<file path="src/rtl/dds_pkg.sv">
// Shared types and width rules for the DDS waveform generator.
package dds_pkg;

    typedef enum logic [2:0] {
        WAVE_SINE   = 3'd0,
        WAVE_SQUARE = 3'd1,
        WAVE_SAW    = 3'd2,
        WAVE_TRI    = 3'd3
    } wave_mode_e;

    localparam logic [1:0] Q0 = 2'd0;
    localparam logic [1:0] Q1 = 2'd1;
    localparam logic [1:0] Q2 = 2'd2;
    localparam logic [1:0] Q3 = 2'd3;

    function automatic bit widths_legal(input int phase_w, input int addr_w, input int data_w);
        return (addr_w >= 4) && (addr_w <= phase_w) &&
               (data_w >= 4) && (data_w <= phase_w - 1);
    endfunction

endpackage

</file>
<file path="src/rtl/dds_wavegen_quarter_sine_rom.sv">
// Quarter-wave sine table, filled at elaboration from the sine formula.
module quarter_sine_rom #(
    parameter int AW     = 6,
    parameter int DATA_W = 8
) (
    input  logic [AW-1:0]     addr_a_i,
    input  logic [AW-1:0]     addr_b_i,
    output logic [DATA_W-2:0] data_a_o,
    output logic [DATA_W-2:0] data_b_o
);

    localparam int  N  = 1 << AW;
    localparam real PI = 3.14159265358979323846;

    // Sampled at bin centres so the folded quadrants join without a repeated code.
    function automatic logic [DATA_W-2:0] entry(input int k);
        real x;
        x = real'((1 << (DATA_W - 1)) - 1) * $sin(PI / 2.0 * (real'(k) + 0.5) / real'(N));
        return (DATA_W-1)'($rtoi(x + 0.5));
    endfunction

    logic [DATA_W-2:0] rom [N];

    for (genvar k = 0; k < N; k++) begin : g_rom
        localparam logic [DATA_W-2:0] V = entry(k);
        assign rom[k] = V;
    end

    assign data_a_o = rom[addr_a_i];
    assign data_b_o = rom[addr_b_i];

endmodule

</file>
<file path="src/rtl/dds_wavegen.sv">
// DDS waveform generator: phase accumulator, offset stage, and I/Q waveform shaping.
module dds_wavegen
    import dds_pkg::*;
#(
    parameter int PHASE_W = 16,
    parameter int ADDR_W  = 8,
    parameter int DATA_W  = 8
) (
    input  logic               clk,
    input  logic               rst_n,
    input  logic               en,
    input  logic               phase_clr,
    input  logic [PHASE_W-1:0] ftw,
    input  logic [PHASE_W-1:0] phase_ofs,
    input  logic [2:0]         mode,
    output logic [DATA_W-1:0]  wave_out,
    output logic [DATA_W-1:0]  quad_out,
    output logic               out_valid,
    output logic               wrap
);

    localparam int QA_W = ADDR_W - 2;
    localparam logic [PHASE_W-1:0] QUARTER = {2'b01, {(PHASE_W-2){1'b0}}};

    if (!widths_legal(PHASE_W, ADDR_W, DATA_W)) begin : g_bad_widths
        $error("dds_wavegen: illegal PHASE_W/ADDR_W/DATA_W combination");
    end

    // Odd quadrants read the table backwards; ~i equals N-1-i.
    function automatic logic [QA_W-1:0] fold_addr(input logic [PHASE_W-1:0] ph);
        logic [1:0]      q;
        logic [QA_W-1:0] i;
        q = ph[PHASE_W-1 -: 2];
        i = ph[PHASE_W-3 -: QA_W];
        return ((q == Q1) || (q == Q3)) ? ~i : i;
    endfunction

    function automatic logic [DATA_W-1:0] shape(input logic [2:0]         md,
                                                 input logic [PHASE_W-1:0] ph,
                                                 input logic [DATA_W-2:0]  qv);
        logic [DATA_W:0] t;
        logic [1:0]      q;
        t = ph[PHASE_W-1 -: DATA_W+1];
        q = ph[PHASE_W-1 -: 2];
        case (md)
            WAVE_SINE:   shape = (q == Q2 || q == Q3) ? {1'b0, ~qv} : {1'b1, qv};
            WAVE_SQUARE: shape = ph[PHASE_W-1] ? '0 : '1;
            WAVE_SAW:    shape = ph[PHASE_W-1 -: DATA_W];
            WAVE_TRI:    shape = t[DATA_W] ? ~t[DATA_W-1:0] : t[DATA_W-1:0];
            default:     shape = {1'b1, {(DATA_W-1){1'b0}}};
        endcase
    endfunction

    logic [PHASE_W-1:0] acc_q, acc_d;
    logic               wrap_q, wrap_d;
    logic [PHASE_W-1:0] ph_p1_q, ph_p1_d;
    logic [2:0]         mode_p1_q;
    logic               vld_p1_q;
    logic [DATA_W-1:0]  wave_p2_q, wave_p2_d;
    logic [DATA_W-1:0]  quad_p2_q, quad_p2_d;
    logic               vld_p2_q;
    logic [PHASE_W-1:0] ph_quad;
    logic [DATA_W-2:0]  rom_i, rom_q;

    always_comb begin
        acc_d  = acc_q;
        wrap_d = 1'b0;
        if (phase_clr) begin
            acc_d = '0;
        end else if (en) begin
            {wrap_d, acc_d} = {1'b0, acc_q} + {1'b0, ftw};
        end
    end

    // Stage 1 sees the accumulator value from before this edge's update.
    assign ph_p1_d = acc_q + phase_ofs;
    assign ph_quad = ph_p1_q + QUARTER;

    quarter_sine_rom #(
        .AW     (QA_W),
        .DATA_W (DATA_W)
    ) u_rom (
        .addr_a_i (fold_addr(ph_p1_q)),
        .addr_b_i (fold_addr(ph_quad)),
        .data_a_o (rom_i),
        .data_b_o (rom_q)
    );

    assign wave_p2_d = shape(mode_p1_q, ph_p1_q, rom_i);
    assign quad_p2_d = shape(mode_p1_q, ph_quad, rom_q);

    always_ff @(posedge clk or negedge rst_n) begin
        if (!rst_n) begin
            acc_q     <= '0;
            wrap_q    <= 1'b0;
            ph_p1_q   <= '0;
            mode_p1_q <= '0;
            vld_p1_q  <= 1'b0;
            wave_p2_q <= '0;
            quad_p2_q <= '0;
            vld_p2_q  <= 1'b0;
        end else begin
            acc_q     <= acc_d;
            wrap_q    <= wrap_d;
            ph_p1_q   <= ph_p1_d;
            mode_p1_q <= mode;
            vld_p1_q  <= en;
            wave_p2_q <= wave_p2_d;
            quad_p2_q <= quad_p2_d;
            vld_p2_q  <= vld_p1_q;
        end
    end

    assign wave_out  = wave_p2_q;
    assign quad_out  = quad_p2_q;
    assign out_valid = vld_p2_q;
    assign wrap      = wrap_q;

endmodule

</file>
<file path="config.mk">
export PLATFORM = sky130hd
export DESIGN_NAME = dds_wavegen
export DESIGN_NICKNAME = d
export VERILOG_FILES = /design/src/rtl/dds_pkg.sv /design/src/rtl/dds_wavegen_quarter_sine_rom.sv /design/src/rtl/dds_wavegen.sv
export SDC_FILE = /design/constraint.sdc
export NUM_CORES = 1
export LEC_CHECK = 0
export BUFFER_PORTS_ARGS = -buffer_cell sky130_fd_sc_hd__buf_2
export CAP_MARGIN = 25
export CORE_ASPECT_RATIO = 0.5
export CORE_MARGIN = 2
export CORE_UTILIZATION = 54
export CTS_CLUSTER_SIZE = 40
export DETAILED_ROUTE_END_ITERATION = 16
export PLACE_DENSITY_LB_ADDON = 0.05
export SYNTH_ARGS = -nofsm -noshare
export SYNTH_HDL_FRONTEND = slang
export SYNTH_HIERARCHICAL = 1
export SYNTH_SLANG_ARGS = --single-unit
</file>
<file path="constraint.sdc">
create_clock -name clk -period 3.1 [get_ports clk]
set_input_delay 0.31 -clock clk [delete_from_list [all_inputs] [get_ports clk]]
set_output_delay 0.31 -clock clk [all_outputs]
set_load 0.02 [all_outputs]
</file>
==> results.sh, run 1 <==
export IMPL_stdcell_area_um2=5360
export IMPL_power_share_switching_pct=48.9
export IMPL_grt_max_degree=48
export IMPL_synth_warnings=6
export IMPL_final_setup_viol_count=0
export IMPL_vias_per_cell=5.70
export IMPL_ys_ff_latch=47
export IMPL_worstSkewPairLatency_ns=0.28
export IMPL_coreArea_um2=8170
export IMPL_synth_cell_types=68
export IMPL_drc=0
export IMPL_fillers=715
export IMPL_die_w_um=135
export IMPL_initial_core_util_pct=56.7
export IMPL_clk_transition_reported_paths_ns=0.06
export IMPL_seq_power_share_pct=14.2
export IMPL_die_y_um=69.5
export IMPL_grt_total_usage_pct=23.3
export IMPL_required_ns=3.24
export IMPL_intPower_uw=3390
export IMPL_antenna_cells=0
export IMPL_cts_buffers=5
export IMPL_synth_cells=553
export IMPL_wl_mm=10.8
export IMPL_io_pins=57
export IMPL_ir_drop_v=0.000719
export IMPL_crit_fanout=10
export IMPL_min_period_ns=2.96
export IMPL_status="completed"
export IMPL_cts_root_buf="clkbuf_16"
export IMPL_finalMaxSlewViolations=0
export IMPL_finalCritPeriodShare_pct=95.5
export IMPL_routed_via_count=4132
export IMPL_postRouteAntennaNets=0
export IMPL_p_comb_share_pct=77.4
export IMPL_whs_path_depth=1
export IMPL_async_flop_share_pct=100
export IMPL_synth_nets=648
export IMPL_start_kind="register"
export IMPL_grt_pass1_wl_mm=18.1
export IMPL_dpl_worst_slack_ns=0.158
export IMPL_layout_drive_gt1_share_pct=19.9
export IMPL_hp_class="in -> reg"
export IMPL_io_buffers=56
export IMPL_grt_ovfl_total=0
export IMPL_grt_pass1_vias=3804
export IMPL_drv_cap=0
export IMPL_fmax_mhz=338
export IMPL_timing_final_hold_violations=0
export IMPL_synthesis_area_um2=4630
export IMPL_p_leak_uw=0.00250
export IMPL_skew_ns=0.00259
export IMPL_cts_buffer_depth=2
export IMPL_ys_seq_area_share_pct=25.4
export IMPL_fin_ws_ns=0.139
export IMPL_gp_congestion=0.893
export IMPL_p_per_area_nw_per_um2=1240
export IMPL_pwr_share_clk_pct=8.4
export IMPL_rsz0062_at_grt="true"
export IMPL_synth_main_ff_cell="dfrtp_1"
export IMPL_die_area_um2=9380
export IMPL_whs_ns=0.131
export IMPL_crit_arrival_ns=3.10
export IMPL_dr_pass1_iters=4
export IMPL_numClockSinks=47
export IMPL_synth_avg_cell_area_um2=8.38
export IMPL_fin_nets=707
export IMPL_wl_per_cell_um=14.9
export IMPL_worst_pin_slew_ns=1.02
export IMPL_drt_iter0_markers=201
export IMPL_cts_htree_levels=2
export IMPL_placedInstanceArea_um2=5100
export IMPL_end_kind="register"
export IMPL_cts_tree="built"
export IMPL_slew_headroom_pct=31.7
export IMPL_num_rows=23
export IMPL_switching_power_uw=3240
export IMPL_syn_to_final_growth_pct=15.6
export IMPL_dp_hpwl_mm=7.95
export IMPL_synth_edf_count=0
export IMPL_antenna_found_initial=0
export IMPL_r2r_cells=13
export IMPL_critical_path_class="reg -> reg"
power groups by stage:
stage                     Sequential [uW]  Clock [uW]  Combinational [uW]
after floorplan                       984           0                3570
after global placement                944           0                4750
after detailed placement              948           0                4770
after CTS                             936         568                4820
after global routing                  958         597                5690
final                                 939         558                5130
cell usage in the layout (no fill, tap or decap), drive strengths merged, types with 3 or more instances in the layout:
cell / instances
nand2: 30
clkbuf: 8
o22ai: 8
xor2: 8
a21oi: 48
o21a: 3
mux2i: 12
a31oi: 9
ha: 55
o211ai: 6
a211oi: 20
nand3b: 5
mux4: 6
buf: 82
o21ai: 27
nand3: 8
nor2: 75
a21boi: 3
nor4: 4
nand4: 4
dfrtp: 47
nor3: 15
nor2b: 6
xnor2: 38
nand2b: 16
a21o: 7
inv: 25
per-stage QoR:
stage | setup TNS, ns | util [%] | power (uW) | cells
after floorplan | 0 | - | 4550 | 553
after global placement | 0 | 62.4 | 5690 | 712
after detailed placement | 0 | 62.4 | 5720 | 712
after CTS | 0 | 64.4 | 6320 | 720
after global routing | -0.188 | 65.5 | 7240 | 725
final | 0 | 65.5 | 6630 | 725
kinds of logic after synthesis:
family | share of synthesized area [%]
simple gates | 18.3
compound gates | 21.3
xor+xnor | 8.69
mux | 5.83
flops | 25.4
fa+ha+maj | 15.3
buf+inv | 5.16
cell usage after synthesis, types with 6 or more instances:
cell type	number	share of area (%)
ha_1	55	15
o211ai_1	6	0.97
mux2i_1	12	2.6
xnor2_1	38	7.2
nor3_1	15	1.6
a21oi_1	44	4.8
inv_1	23	1.9
mux4_2	6	2.9
nand2_1	30	2.4
a211oi_1	19	3.1
nand3_1	8	0.86
nand2b_1	16	2.2
o21ai_0	23	2.5
a21o_1	7	1.1
buf_2	12	1.3
o22ai_1	8	1.1
clkbuf_1	16	1.3
xor2_1	8	1.5
a31oi_1	9	1.2
nor2_1	74	6.0
dfrtp_1	47	25
worst max-delay path: stages (launching register included):
cell      delay [ns]
dfrtp_1         0.39
inv_1           0.09
ha_1            0.21
nor2_4          0.27
xnor2_2         0.15
buf_4           0.19
ha_1            0.20
nand2_1         0.07
a21boi_0        0.12
mux4_2          0.50
mux2i_4         0.20
xnor2_1         0.12
o211ai_1        0.21
a21oi_1         0.09
state kept, by name, summed over array words and instances, names as in the netlist:
| name | count |
|---|---|
| mode_p1_q | 3 |
| acc_q | 16 |
| vld_p1_q | 1 |
| quad_out | 8 |
| wrap | 1 |
| ph_p1_q | 9 |
| wave_out | 8 |
| out_valid | 1 |
area by class of cell:
| type | count | area, um2 | share of cell area, % |
|---|---|---|---|
| Inverter | 26 | 100 | 1.87 |
| Multi-Input combinational cell | 449 | 3280 | 61.3 |
| Timing Repair Buffer | 83 | 499 | 9.32 |
| Tap cell | 112 | 140 | 2.62 |
| Clock buffer | 8 | 156 | 2.92 |
| Sequential cell | 47 | 1180 | 22.0 |
final timing paths:
path                                       startpoint                endpoint  slack, ns
worst max-delay path            ph_p1_q[15]$_DFF_PN0_   wave_out[0]$_DFF_PN0_       0.14
worst min-delay path                          mode[1]  mode_p1_q[1]$_DFF_PN0_       0.13
worst max register to register  ph_p1_q[15]$_DFF_PN0_   wave_out[0]$_DFF_PN0_       0.14
worst min register to register     vld_p1_q$_DFF_PN0_     out_valid$_DFF_PN0_       0.37
max in group asynchronous                       rst_n    acc_q[8]$_DFFE_PN0P_       2.21
min in group asynchronous                       rst_n    acc_q[0]$_DFFE_PN0P_       0.43
metal layers:
layer  GRT usage (%)  wire length [um]  vias up
met1            35.5              5380     1902
li1                -                 -     2104
met2            36.4              4820      114
met4            4.28               117        0
met3            1.90               467       12
met5               0                 0        -
timing repair:
item	CTS	global route
endpoints found under the hold margin	0	7
resized for setup	0	10
setup endpoints to repair	0	6
hold buffers	0	1
buffers inserted	0	2
(Power assumes the default switching activity.)
==> run 2: changes to the inputs <==
ABC_AREA = 1   (was not set)
==> run 2 against run 1 <==
  * Worst hold slack worse by 0.013 ns
  * Clock-buffer cell count down 1
  * Sequential share of layout area down 1.1 points
  * Die area up 8.4%
  * Worst setup slack better by 0.23 ns
  * Combinational power down 31%
  * Clock power down 7.0%
  * Area after synthesis up 8.8%
  * Largest cell class unchanged
  * Largest power group unchanged
  * Highest routed layer unchanged
==> results.sh, run 2 <==
export IMPL_synth_warnings=6
export IMPL_numClockSinks=47
export IMPL_largest_reg_flops=16
export IMPL_synthesis_area_um2=5040
export IMPL_rsz0062_at_grt="false"
export IMPL_synth_cells=797
export IMPL_skew_ns=0.0116
export IMPL_grt_pass1_vias=4717
export IMPL_grt_total_usage_pct=25.9
export IMPL_antenna_found_initial=0
export IMPL_die_w_um=141
export IMPL_synth_main_ff_cell="dfrtp_1"
export IMPL_mostFrequentLayoutCell="nand2_1"
export IMPL_synth_top_area_share_pct=23.3
export IMPL_crit_fanout=9
export IMPL_p_leak_uw=0.00320
export IMPL_p_per_area_nw_per_um2=875
export IMPL_cts_htree_levels=2
export IMPL_finalMaxSlewViolations=0
export IMPL_drc=0
export IMPL_syn_to_final_growth_pct=12.0
export IMPL_finalCritPeriodShare_pct=88.2
export IMPL_synth_avg_cell_area_um2=6.33
export IMPL_grt_pass1_wl_mm=21.7
export IMPL_routed_via_count=5169
export IMPL_grt_max_degree=48
export IMPL_cts_root_buf="clkbuf_16"
export IMPL_clk_transition_reported_paths_ns=0.07
export IMPL_end_kind="register"
export IMPL_ff2ff_setup_slack_ns=0.37
export IMPL_r2r_cells=16
export IMPL_synth_most_common_cell="nand2_1"
export IMPL_top_register="acc_q"
export IMPL_die_y_um=72.3
export IMPL_layout_drive_gt1_share_pct=11.9
export IMPL_postRouteAntennaNets=0
export IMPL_cts_tree="built"
export IMPL_drv_cap=0
export IMPL_reg2reg_from="ph_p1_q[15]$_DFF_PN0_"
export IMPL_hold_path_startpoint="mode[0]"
export IMPL_min_period_ns=2.73
export IMPL_switching_power_uw=2670
export IMPL_critical_path_class="reg -> reg"
export IMPL_pwr_share_clk_pct=10.5
export IMPL_dp_hpwl_mm=9.96
export IMPL_synth_top_area_cell="dfrtp_1"
export IMPL_largestRegisters="acc_q (16), ph_p1_q (9)"
export IMPL_stdcell_area_um2=5650
export IMPL_final_setup_viol_count=0
export IMPL_async_flop_share_pct=100
export IMPL_placedInstanceArea_um2=5480
export IMPL_die_area_um2=10200
export IMPL_worstSkewPairLatency_ns=0.29
export IMPL_initial_core_util_pct=56.7
export IMPL_netlist_top_cells_count="nand2_1, inv_1, nand3_1"
export IMPL_dr_pass1_iters=5
export IMPL_synth_edf_count=0
export IMPL_required_ns=3.25
export IMPL_final_cell_mix="nand2_1, inv_1, nand3_1"
export IMPL_synth_cell_types=36
export IMPL_synth_nets=892
export IMPL_status="completed"
export IMPL_hp_class="in -> reg"
export IMPL_gp_congestion=0.905
export IMPL_wl_per_cell_um=13.0
export IMPL_ir_drop_v=0.000361
export IMPL_intPower_uw=2270
export IMPL_drt_iter0_markers=279
export IMPL_p_comb_share_pct=71.8
export IMPL_worst_pin_slew_ns=0.975
export IMPL_wl_mm=12.8
export IMPL_ys_seq_area_share_pct=23.3
export IMPL_io_pins=57
export IMPL_coreArea_um2=8890
export IMPL_min_to="mode_p1_q[0]$_DFF_PN0_"
export IMPL_vias_per_cell=5.28
export IMPL_tns_ns=0
export IMPL_ys_ff_latch=47
export IMPL_antenna_cells=0
export IMPL_cts_buffers=5
export IMPL_synth_area_top_cells="dfrtp_1, nand2_1, ha_1"
export IMPL_crit_arrival_ns=2.89
export IMPL_slew_headroom_pct=34.7
export IMPL_start_kind="register"
export IMPL_grt_ovfl_total=0
export IMPL_num_rows=24
export IMPL_power_share_switching_pct=54.0
export IMPL_cts_buffer_depth=2
export IMPL_fin_nets=956
export IMPL_whs_path_depth=1
export IMPL_regToRegEndpoint="wave_out[2]$_DFF_PN0_"
export IMPL_fmax_mhz=366
export IMPL_timing_final_hold_violations=0
export IMPL_seq_power_share_pct=17.7
export IMPL_io_buffers=56
run 2: logic make-up after synthesis:
group / synth area share [%]
and+or+nand+nor: 37.0
buffers and inverters: 10.2
AOI/OAI and AO/OA: 12.0
adders and majority gates: 14.0
DFF: 23.3
xor gates and xnor gates: 3.47
run 2: worst max path at each step:
stage	depth (start not counted)	from	to	slack, ns
3_3_place_gp	16	ph_p1_q[15]$_DFF_PN0_	wave_out[2]$_DFF_PN0_	0.40
5_1_grt	16	ph_p1_q[15]$_DFF_PN0_	wave_out[2]$_DFF_PN0_	0.04
2_1_floorplan	17	ph_p1_q[15]$_DFF_PN0_	wave_out[2]$_DFF_PN0_	0.06
3_5_place_dp	16	ph_p1_q[15]$_DFF_PN0_	wave_out[2]$_DFF_PN0_	0.30
6_report	16	ph_p1_q[15]$_DFF_PN0_	wave_out[2]$_DFF_PN0_	0.37
4_1_cts	16	ph_p1_q[15]$_DFF_PN0_	wave_out[2]$_DFF_PN0_	0.28
run 2: timing repair:
item                                    4_1_cts  5_1_grt
endpoints found under the hold margin         0       15
gates resized for setup                       0        1
endpoints found under the setup margin        0        2
buffers inserted                              0        0
hold buffers                                  0        1
run 2: through the flow:
step           worst slack (ns)  total power [uW]  utilization (%)  hold WS, ns  cells
4_1_cts                   0.277              4890             63.2        0.115    977
2_1_floorplan            0.0609              3500                -       0.0144    797
5_1_grt                  0.0403              5490             63.6        0.113    979
6_report                  0.365              4940             63.6        0.118    979
3_5_place_dp              0.295              4350             61.7        0.336    969
3_3_place_gp              0.404              4330             61.7        0.333    969
run 2: area by class of cell:
class	instances	area (um2)
clock buffers	7	133
clock inverters	1	5.00
fillers	856	3240
inverters	103	387
multi-input cells	629	3360
flip-flops and latches	47	1180
well taps	117	146
repair buffers	75	438
run 2: worst max-delay path: stages (launching register included):
cell       delay (ns)
dfrtp_2          0.45
clkinv_1         0.11
ha_1             0.20
nor2_2           0.19
xor2_1           0.21
inv_1            0.18
ha_1             0.34
inv_1            0.05
nand2_1          0.07
nand2_1          0.07
nand2_1          0.06
nand3_1          0.06
nand2_1          0.06
nand2_1          0.08
or2_2            0.30
nand3_1          0.07
o2111ai_1        0.10
run 2: routing by layer:
metal  GRT usage (%)  vias up  routed length, um
li1                -     2705                  -
met1            35.6     2301               6220
met2            44.1      152               5710
met3            3.89       11                713
met4            5.56        0                111
met5               0        -                  0
run 2: power by group through the flow:
stage,combinational (uW),clock [uW],sequential (uW)
floorplan,2560,0,941
global placement,3450,0,880
detailed placement,3470,0,882
global route,4040,557,893
finish,3550,519,875
CTS,3490,531,871
